$ cat src/rtl/gamma_key_sequencer.sv
// Sequencer for the gamma decoder datapath: pairs each accepted mixed word with its
// Galois-LFSR noise key and tracks datapath latency so out_valid/done match the decoded output.
module gamma_key_sequencer #(
    parameter int              SIZE      = 8,
    parameter int              FRAME_LEN = 16,
    parameter int              LAT       = 2,
    parameter logic [SIZE-1:0] POLY      = 8'hB8
) (
    input  logic                               clk,
    input  logic                               res_n,
    input  logic                               start,
    input  logic                               abort,
    input  logic [SIZE-1:0]                    seed,
    input  logic                               in_valid,
    output logic                               in_ready,
    input  logic [SIZE:0]                      mix_data,
    output logic [SIZE:0]                      dp_mix,
    output logic [SIZE-1:0]                    key_out,
    output logic                               dp_valid,
    output logic                               out_valid,
    output logic [$clog2(FRAME_LEN+1)-1:0]     word_cnt,
    output logic                               busy,
    output logic                               done
);

    localparam int                CNT_W    = $clog2(FRAME_LEN + 1);
    localparam logic [CNT_W-1:0]  CNT_LAST = CNT_W'(FRAME_LEN - 1);
    localparam logic [CNT_W-1:0]  CNT_ONE  = CNT_W'(1);
    localparam logic [CNT_W-1:0]  CNT_ZERO = CNT_W'(0);

    typedef enum logic [1:0] {
        S_IDLE  = 2'd0,
        S_LOAD  = 2'd1,
        S_RUN   = 2'd2,
        S_DRAIN = 2'd3
    } state_t;

    function automatic logic [SIZE-1:0] lfsr_step(input logic [SIZE-1:0] s);
        logic [SIZE-1:0] shifted;
        shifted = {1'b0, s[SIZE-1:1]};
        if (s[0]) begin
            return shifted ^ POLY;
        end else begin
            return shifted;
        end
    endfunction

    // An all-zero seed would lock the LFSR, so it is replaced by all-ones.
    function automatic logic [SIZE-1:0] seed_fix(input logic [SIZE-1:0] s);
        if (s == {SIZE{1'b0}}) begin
            return {SIZE{1'b1}};
        end else begin
            return s;
        end
    endfunction

    state_t            state_q,    state_d;
    logic [SIZE-1:0]   lfsr_q,     lfsr_d;
    logic [SIZE:0]     dp_mix_q,   dp_mix_d;
    logic [SIZE-1:0]   key_q,      key_d;
    logic              dp_valid_q, dp_valid_d;
    logic [CNT_W-1:0]  cnt_q,      cnt_d;
    logic [LAT-1:0]    lat_q,      lat_d;
    logic              done_q,     done_d;

    logic              in_ready_s;
    logic              accept_s;
    logic [LAT:0]      pend_s;
    logic              lower_pend_s;

    assign in_ready_s = (state_q == S_RUN);
    assign accept_s   = in_valid & in_ready_s;

    // Pending-valid view of the pipe: index 0 is dp_valid, index LAT is out_valid.
    always_comb begin
        pend_s       = {lat_q, dp_valid_q};
        lower_pend_s = 1'b0;
        for (int k = 0; k < LAT - 1; k++) begin
            lower_pend_s = lower_pend_s | pend_s[k];
        end
    end

    // Next-state, key generation and latency tracking.
    always_comb begin
        state_d    = state_q;
        lfsr_d     = lfsr_q;
        dp_mix_d   = dp_mix_q;
        key_d      = key_q;
        dp_valid_d = 1'b0;
        cnt_d      = cnt_q;
        done_d     = 1'b0;
        lat_d[0]   = dp_valid_q;
        for (int k = 1; k < LAT; k++) begin
            lat_d[k] = lat_q[k-1];
        end

        if (abort) begin
            state_d = S_IDLE;
            cnt_d   = CNT_ZERO;
            lat_d   = {LAT{1'b0}};
        end else begin
            case (state_q)
                S_IDLE: begin
                    if (start) begin
                        state_d = S_LOAD;
                        lfsr_d  = seed_fix(seed);
                        cnt_d   = CNT_ZERO;
                    end else begin
                        state_d = S_IDLE;
                    end
                end
                S_LOAD: begin
                    state_d = S_RUN;
                end
                S_RUN: begin
                    if (accept_s) begin
                        dp_mix_d   = mix_data;
                        key_d      = lfsr_q;
                        dp_valid_d = 1'b1;
                        lfsr_d     = lfsr_step(lfsr_q);
                        cnt_d      = cnt_q + CNT_ONE;
                        if (cnt_q == CNT_LAST) begin
                            state_d = S_DRAIN;
                        end else begin
                            state_d = S_RUN;
                        end
                    end else begin
                        state_d = S_RUN;
                    end
                end
                S_DRAIN: begin
                    // done is registered alongside the final out_valid entering the output stage.
                    if (pend_s[LAT-1] && !lower_pend_s) begin
                        done_d  = 1'b1;
                        state_d = S_IDLE;
                    end else begin
                        state_d = S_DRAIN;
                    end
                end
                default: begin
                    state_d = S_IDLE;
                    cnt_d   = CNT_ZERO;
                    lat_d   = {LAT{1'b0}};
                end
            endcase
        end
    end

    // State and datapath-facing registers.
    always_ff @(posedge clk or posedge res_n) begin
        if (res_n) begin
            state_q    <= S_IDLE;
            lfsr_q     <= {SIZE{1'b1}};
            dp_mix_q   <= {(SIZE+1){1'b0}};
            key_q      <= {SIZE{1'b0}};
            dp_valid_q <= 1'b0;
            cnt_q      <= CNT_ZERO;
            lat_q      <= {LAT{1'b0}};
            done_q     <= 1'b0;
        end else begin
            state_q    <= state_d;
            lfsr_q     <= lfsr_d;
            dp_mix_q   <= dp_mix_d;
            key_q      <= key_d;
            dp_valid_q <= dp_valid_d;
            cnt_q      <= cnt_d;
            lat_q      <= lat_d;
            done_q     <= done_d;
        end
    end

    assign in_ready  = in_ready_s;
    assign busy      = (state_q != S_IDLE);
    assign dp_mix    = dp_mix_q;
    assign key_out   = key_q;
    assign dp_valid  = dp_valid_q;
    assign out_valid = lat_q[LAT-1];
    assign word_cnt  = cnt_q;
    assign done      = done_q;

endmodule
$ cat config.mk
export PLATFORM = sky130hd
export DESIGN_NAME = gamma_key_sequencer
export DESIGN_NICKNAME = d
export VERILOG_FILES = /design/src/rtl/gamma_key_sequencer.sv
export SDC_FILE = /design/constraint.sdc
export NUM_CORES = 1
export LEC_CHECK = 0
export BUFFER_PORTS_ARGS = -buffer_cell sky130_fd_sc_hd__buf_2
export CORE_ASPECT_RATIO = 0.9
export CORE_MARGIN = 3
export CORE_UTILIZATION = 51
export CTS_CLUSTER_DIAMETER = 60
export DETAILED_ROUTE_END_ITERATION = 10
export PLACE_DENSITY = 0.79
export SLEW_MARGIN = 20
export SYNTH_ARGS = -nofsm -noshare
export SYNTH_HDL_FRONTEND = slang
export SYNTH_SLANG_ARGS = --single-unit
export TNS_END_PERCENT = 5
$ cat constraint.sdc
create_clock -name clk -period 1.65 [get_ports clk]
set_input_delay 0.165 -clock clk [delete_from_list [all_inputs] [get_ports clk]]
set_output_delay 0.165 -clock clk [all_outputs]
set_load 0.03 [all_outputs]
== Word level (Yosys, flattened, before mapping) ==
Cells that the tools add are included.
W data, S select, Z words.

* Register bits after elaboration: 36
* Latch bits: 0
* RAM bits: 0
* Bits in read-only memories: 0
* Input bits: 22
* Output and inout bits: 27
* Logic and storage cells: 52
* Memories kept: 0

* $add $sub $neg: 1
* Multipliers: 0
* Divide/modulo/power cells: 0
* Magnitude comparators: 0
* Equal/unequal tests: 8
* Shift-type cells: 0
* Muxes and demuxes: 22
* Bitwise logic cells: 3
* Reductions and logical operators: 10

{| class="wikitable"
|+ Operators with widths
! cell !! number
|-
| $mux W8 || 4
|-
| $pmux W8 S2 || 1
|-
| $mux W5 || 3
|-
| $pmux W5 S2 || 1
|-
| $logic_not A8 Y1 || 1
|-
| $mux W1 || 8
|-
| $mux W2 || 4
|-
| $pmux W2 S4 || 1
|-
| $reduce_and A3 Y1 || 2
|-
| $add A5 B1 Y5 const B || 1
|-
| $eq A5 B4 Y1 const B || 1
|-
| $eq A2 B2 Y1 const B || 2
|-
| $not A3 Y4 || 1
|-
| $reduce_and A4 Y1 || 1
|-
| $reduce_bool A2 Y1 || 2
|-
| $ne A3 B2 Y1 const B || 1
|-
| $ne A3 B3 Y1 const B || 1
|-
| $reduce_bool A3 Y1 || 1
|-
| $eq A2 B1 Y1 const B || 1
|-
| $logic_not A2 Y1 || 1
|-
| $ne A2 B1 Y1 const B || 1
|-
| $ne A2 B2 Y1 const B || 1
|-
| $and A1 B1 Y1 || 1
|-
| $logic_and A1 B1 Y1 || 1
|-
| other kinds (2) || 2
|}

== Longest topological paths before layout ==
* Depth after elaboration: 5
* Mapped depth: 5

== Worst setup path before layout ==
OpenSTA, ideal clock, no wires.

* Path type: register -> register
* Start: register cnt_q[0] (netlist: word_cnt[0])
* End: register cnt_q[4] (netlist: word_cnt[4])
* Setup time: 121 ps
* Arrival time: 1406 ps
* Data required time: 1529 ps
* Setup slack: 123 ps
* Stages on the path, launching flop included: 6
* Path buffers: 0
* Cells stage by stage: dfrtp_1 > ha_1 > and3_1 > ha_1 > inv_1 > a22o_1

* Cells in the longest elaborated chain, start to end: 4

{| class="wikitable"
|+ Ends and longest elaborated chain
! element !! line !! RTL
|-
| from (decl) || 62 || <nowiki>logic [CNT_W-1:0] cnt_q, cnt_d;</nowiki>
|-
| from (signal assigned) || 166 || <nowiki>cnt_q <= cnt_d;</nowiki>
|-
| $add A5 B1 Y5 || 121 || <nowiki>cnt_d = cnt_q + CNT_ONE;</nowiki>
|-
| $mux W5 || 116 || <nowiki>if (accept_s) begin</nowiki>
|-
| $pmux W5 S2 || 102 || <nowiki>case (state_q)</nowiki>
|-
| $mux W5 || 97 || <nowiki>if (abort) begin</nowiki>
|}

Every way passes these cells. The select of a mux whose other input is x is not followed.
A chain may end at the register's enable or synchronous reset.

== Worst setup path in the final report ==
* Start: register state_q[0]
* End: output in_ready

* Cells in the longest elaborated chain, start to end: 1

{| class="wikitable"
|+ Ends and longest elaborated chain
! element !! line !! RTL
|-
| from (decl) || 57 || <nowiki>state_t state_q, state_d;</nowiki>
|-
| from (signal assigned) || 161 || <nowiki>state_q <= state_d;</nowiki>
|-
| $eq A2 B2 Y1 || 71 || <nowiki>assign in_ready_s = (state_q == S_RUN);</nowiki>
|-
| to (decl) || 15 || <nowiki>output logic in_ready,</nowiki>
|}

Every way passes these cells.

==> out/metrics.yaml <==
outcome:
  status: "finished clean"
timing:
  slew_violations: 0
  fin_skew_ns: 0.01441
  post-route-min-period_ns: 1.524
  rsz0062_at_grt: "false"
  min_period_over_period_pct: 92.34
  fin_tns_setup_ns: 0
  slew_headroom_pct: 56.26
  hold_viol: 0
  fmax_mhz: 656.3
  worst_slew_pin_slew_ns: 0.6507
  setup_viol: 0
synthesis:
  synthArstFlopShare_pct: 100.0
  yosys.cell_types.count: 34
  netlist_area_mm2: 0.001672
  yosys.area.top_type: "dfrtp_1"
  ys_top_cells_by_area: "dfrtp_1, dfstp_2, mux2_1"
  ys_seq_area_share_pct: 54.49
  synth_nets: 157
  synth_edf_count: 0
  synthCells: 133
  synthFlopType: "dfrtp_1"
  yosysTopAreaCellShare_pct: 41.92
  yosysWarnings: 0
  avgSynthCellArea_um2: 12.57
  ys_ff_latch: 36
finish:
  ff_latch_area_um2: 912.1
  nFillCells: 257
  area_delta_synth_final_pct: 22.98
  diodes: 0
  final_nets: 213
  drive_gt1_share_pct: 45.26
  multi_input_comb_area_um2: 714.4
die:
  die_x_um: 66.35
  coreArea_mm2: 0.003090
  die_h_um: 60.31
  placementRows: 19
  ios: 49
  die_area_mm2: 0.004001
  start_util_pct: 54.09
clock_network:
  clkSinkCount: 36
  clkLatencyLatePin_ns: 0.34
  cts_tree: "yes"
  cts_max_path_buffers: 2
  cts-buffers-inserted: 5
  clk_pin_slew_ns: 0.11
  cts_setup_buffers: 0
  ctsRootBufferMaster: "clkbuf_4"
  cts-htree-levels: 2
critical_path:
  crit_required_ns: 1.48
  cp.depth: 3
  slowest_delay_ns: 0.47
  crit_fanout: 10
  critPathTopFamily: "flip-flops"
  worst_setup_path_end_kind: "output pin"
  criticalPathCategory: "register to output pin"
  reg2reg_depth: 3
  worstPathArrival_ns: 1.36
  worstPathCellList: "nand2b_1 -> inv_4 -> clkbuf_4"
  cp-start-kind: "register"
  worst-path-buf-inv: 2
  critPathSlowestCell: "dfrtp_2"
global_route:
  antenna_found_initial: 0
  grt.total_usage_pct: 18.50
  grt_pass1_vias: 1176
  grt_pass1_wl_um: 5271
  grt_max_degree: 22
  overflow: 0
placement:
  place.gp.congestion: 0.8175
  io_buffers: 48
  dp_hpwl_um: 2640
power:
  power_mw: 2.604
  powerDensity_mw_per_mm2: 1267
  ir_drop_mv: 0.6868
  leakagePower_nw: 1.016
route:
  routedWlPerCell_um: 14.41
  drt_pass1_iterations: 4
  drt-initial-drc-count: 24
  drc: 0
  vias_per_cell: 5.306
  vias: 1231
  ant_nets: 0
  wl_um: 3343
worst_hold_path:
  hold_class: "input port to register"
  hold_depth: 2
job:
  drv_cap: 0
==> synthesized netlist by cell type, types with 2 or more instances <==
library cell  count
o31ai_2           8
o21ai_0           8
a22o_1            3
nand2b_1          2
nor4_2            2
mux2_1           17
nor2_1           10
dfrtp_1          28
a211oi_1          8
dfstp_2           8
xor2_1            3
inv_1             4
nor3_1            2
nand3_1           3
buf_2             2
nor2b_1           3
ha_1              2
buf_4             2
or2_1             2
nand2_1           2
==> registers in the layout, indices dropped and copies added, names as in the netlist <==
register  flops
dp_mix        9
key_out       8
lfsr_q        8
word_cnt      5
lat_q         2
state_q       2
done          1
dp_valid      1
==> cells in the final DEF, fill, tap and decap left out, types with 2 or more instances in the layout <==
cell type	netlist	routed
nor2_1	10	10
nand2b_1	2	2
buf_4	2	7
nand3_1	3	3
nor2b_1	3	3
ha_1	2	2
xor2_1	3	3
a22o_1	3	3
dfstp_2	8	8
inv_1	4	4
mux2_1	17	17
nand2_1	2	2
buf_2	2	47
nor4_2	2	2
o31ai_2	8	8
clkbuf_1	0	2
dfrtp_1	28	27
a211oi_1	8	8
o21ai_0	8	8
clkbuf_4	0	6
nor3_1	2	2
==> timing repair <==
action | CTS | global route
resized for setup | 0 | 4
hold buffers | 1 | 0
endpoints found under the setup margin | 0 | 9
hold endpoints to repair | 28 | 0
==> report_power, final <==
group          total, mW  internal [mW]  switching [mW]
Combinational      0.906          0.313           0.593
Clock              0.435          0.166           0.269
Sequential          1.26           1.13           0.130
==> cells by family (layout without fill, tap and decap cells) <==
logic type      after synthesis  in the layout  synth area share (%)
compound gates               31             31                 15.42
xor+xnor                      4              4                 2.096
fa+ha+maj                     2              2                 1.497
buf+inv                      12             69                 3.816
flops                        36             36                 54.49
mux                          19             19                 12.95
simple gates                 29             29                 9.731
==> layout make-up <==
type / count / area share (%)
sequential: 36 / 44.37
clock inverter: 1 / 0.2435
clock buffer: 7 / 2.191
tap: 42 / 2.556
multi-input combinational: 85 / 34.75
timing repair buffer: 56 / 14.85
inverter: 5 / 1.035
==> routing by layer <==
| layer | up-vias | share of wire [%] | GRT usage [%] | routed length (µm) |
|---|---|---|---|---|
| met5 | - | 0 | 0 | 0 |
| met4 | 0 | 1.7 | 7.826 | 57 |
| met3 | 5 | 6.9 | 6.955 | 230 |
| met2 | 44 | 49 | 31.82 | 1637 |
| met1 | 593 | 42 | 20.77 | 1418 |
| li1 | 589 | - | - | - |
==> worst paths after layout <==
| kind | from | to | slack (ns) |
|---|---|---|---|
| hold / removal | mix_data[5] | dp_mix[5] | 0.03 |
| max in group asynchronous | res_n | lfsr_q[6] | 0.95 |
| min in group asynchronous | res_n | dp_mix[5] | 0.39 |
| hold reg to reg | dp_mix[0] | dp_mix[0] | 0.49 |
| setup reg to reg | state_q[0] | key_out[7] | 0.14 |
| setup / recovery | state_q[0] | in_ready | 0.13 |
==> through the flow <==
stage | setup WS [ns] | util, % | std cells | hold slack, ns | area [µm²]
CTS | 0.03336 | 66.23 | 232 | 0.02226 | 2047
global route | 0.03728 | 66.52 | 232 | 0.005457 | 2056
finish | 0.1264 | 66.52 | 232 | 0.03354 | 2056
floorplan | 0.1225 | - | 133 | 0.2285 | 1672
detailed placement | 0.06265 | 64.29 | 223 | 0.2038 | 1987
global placement | 0.1456 | 64.29 | 223 | 0.1983 | 1987
No activity file was read; power rests on OpenSTA's default activity.
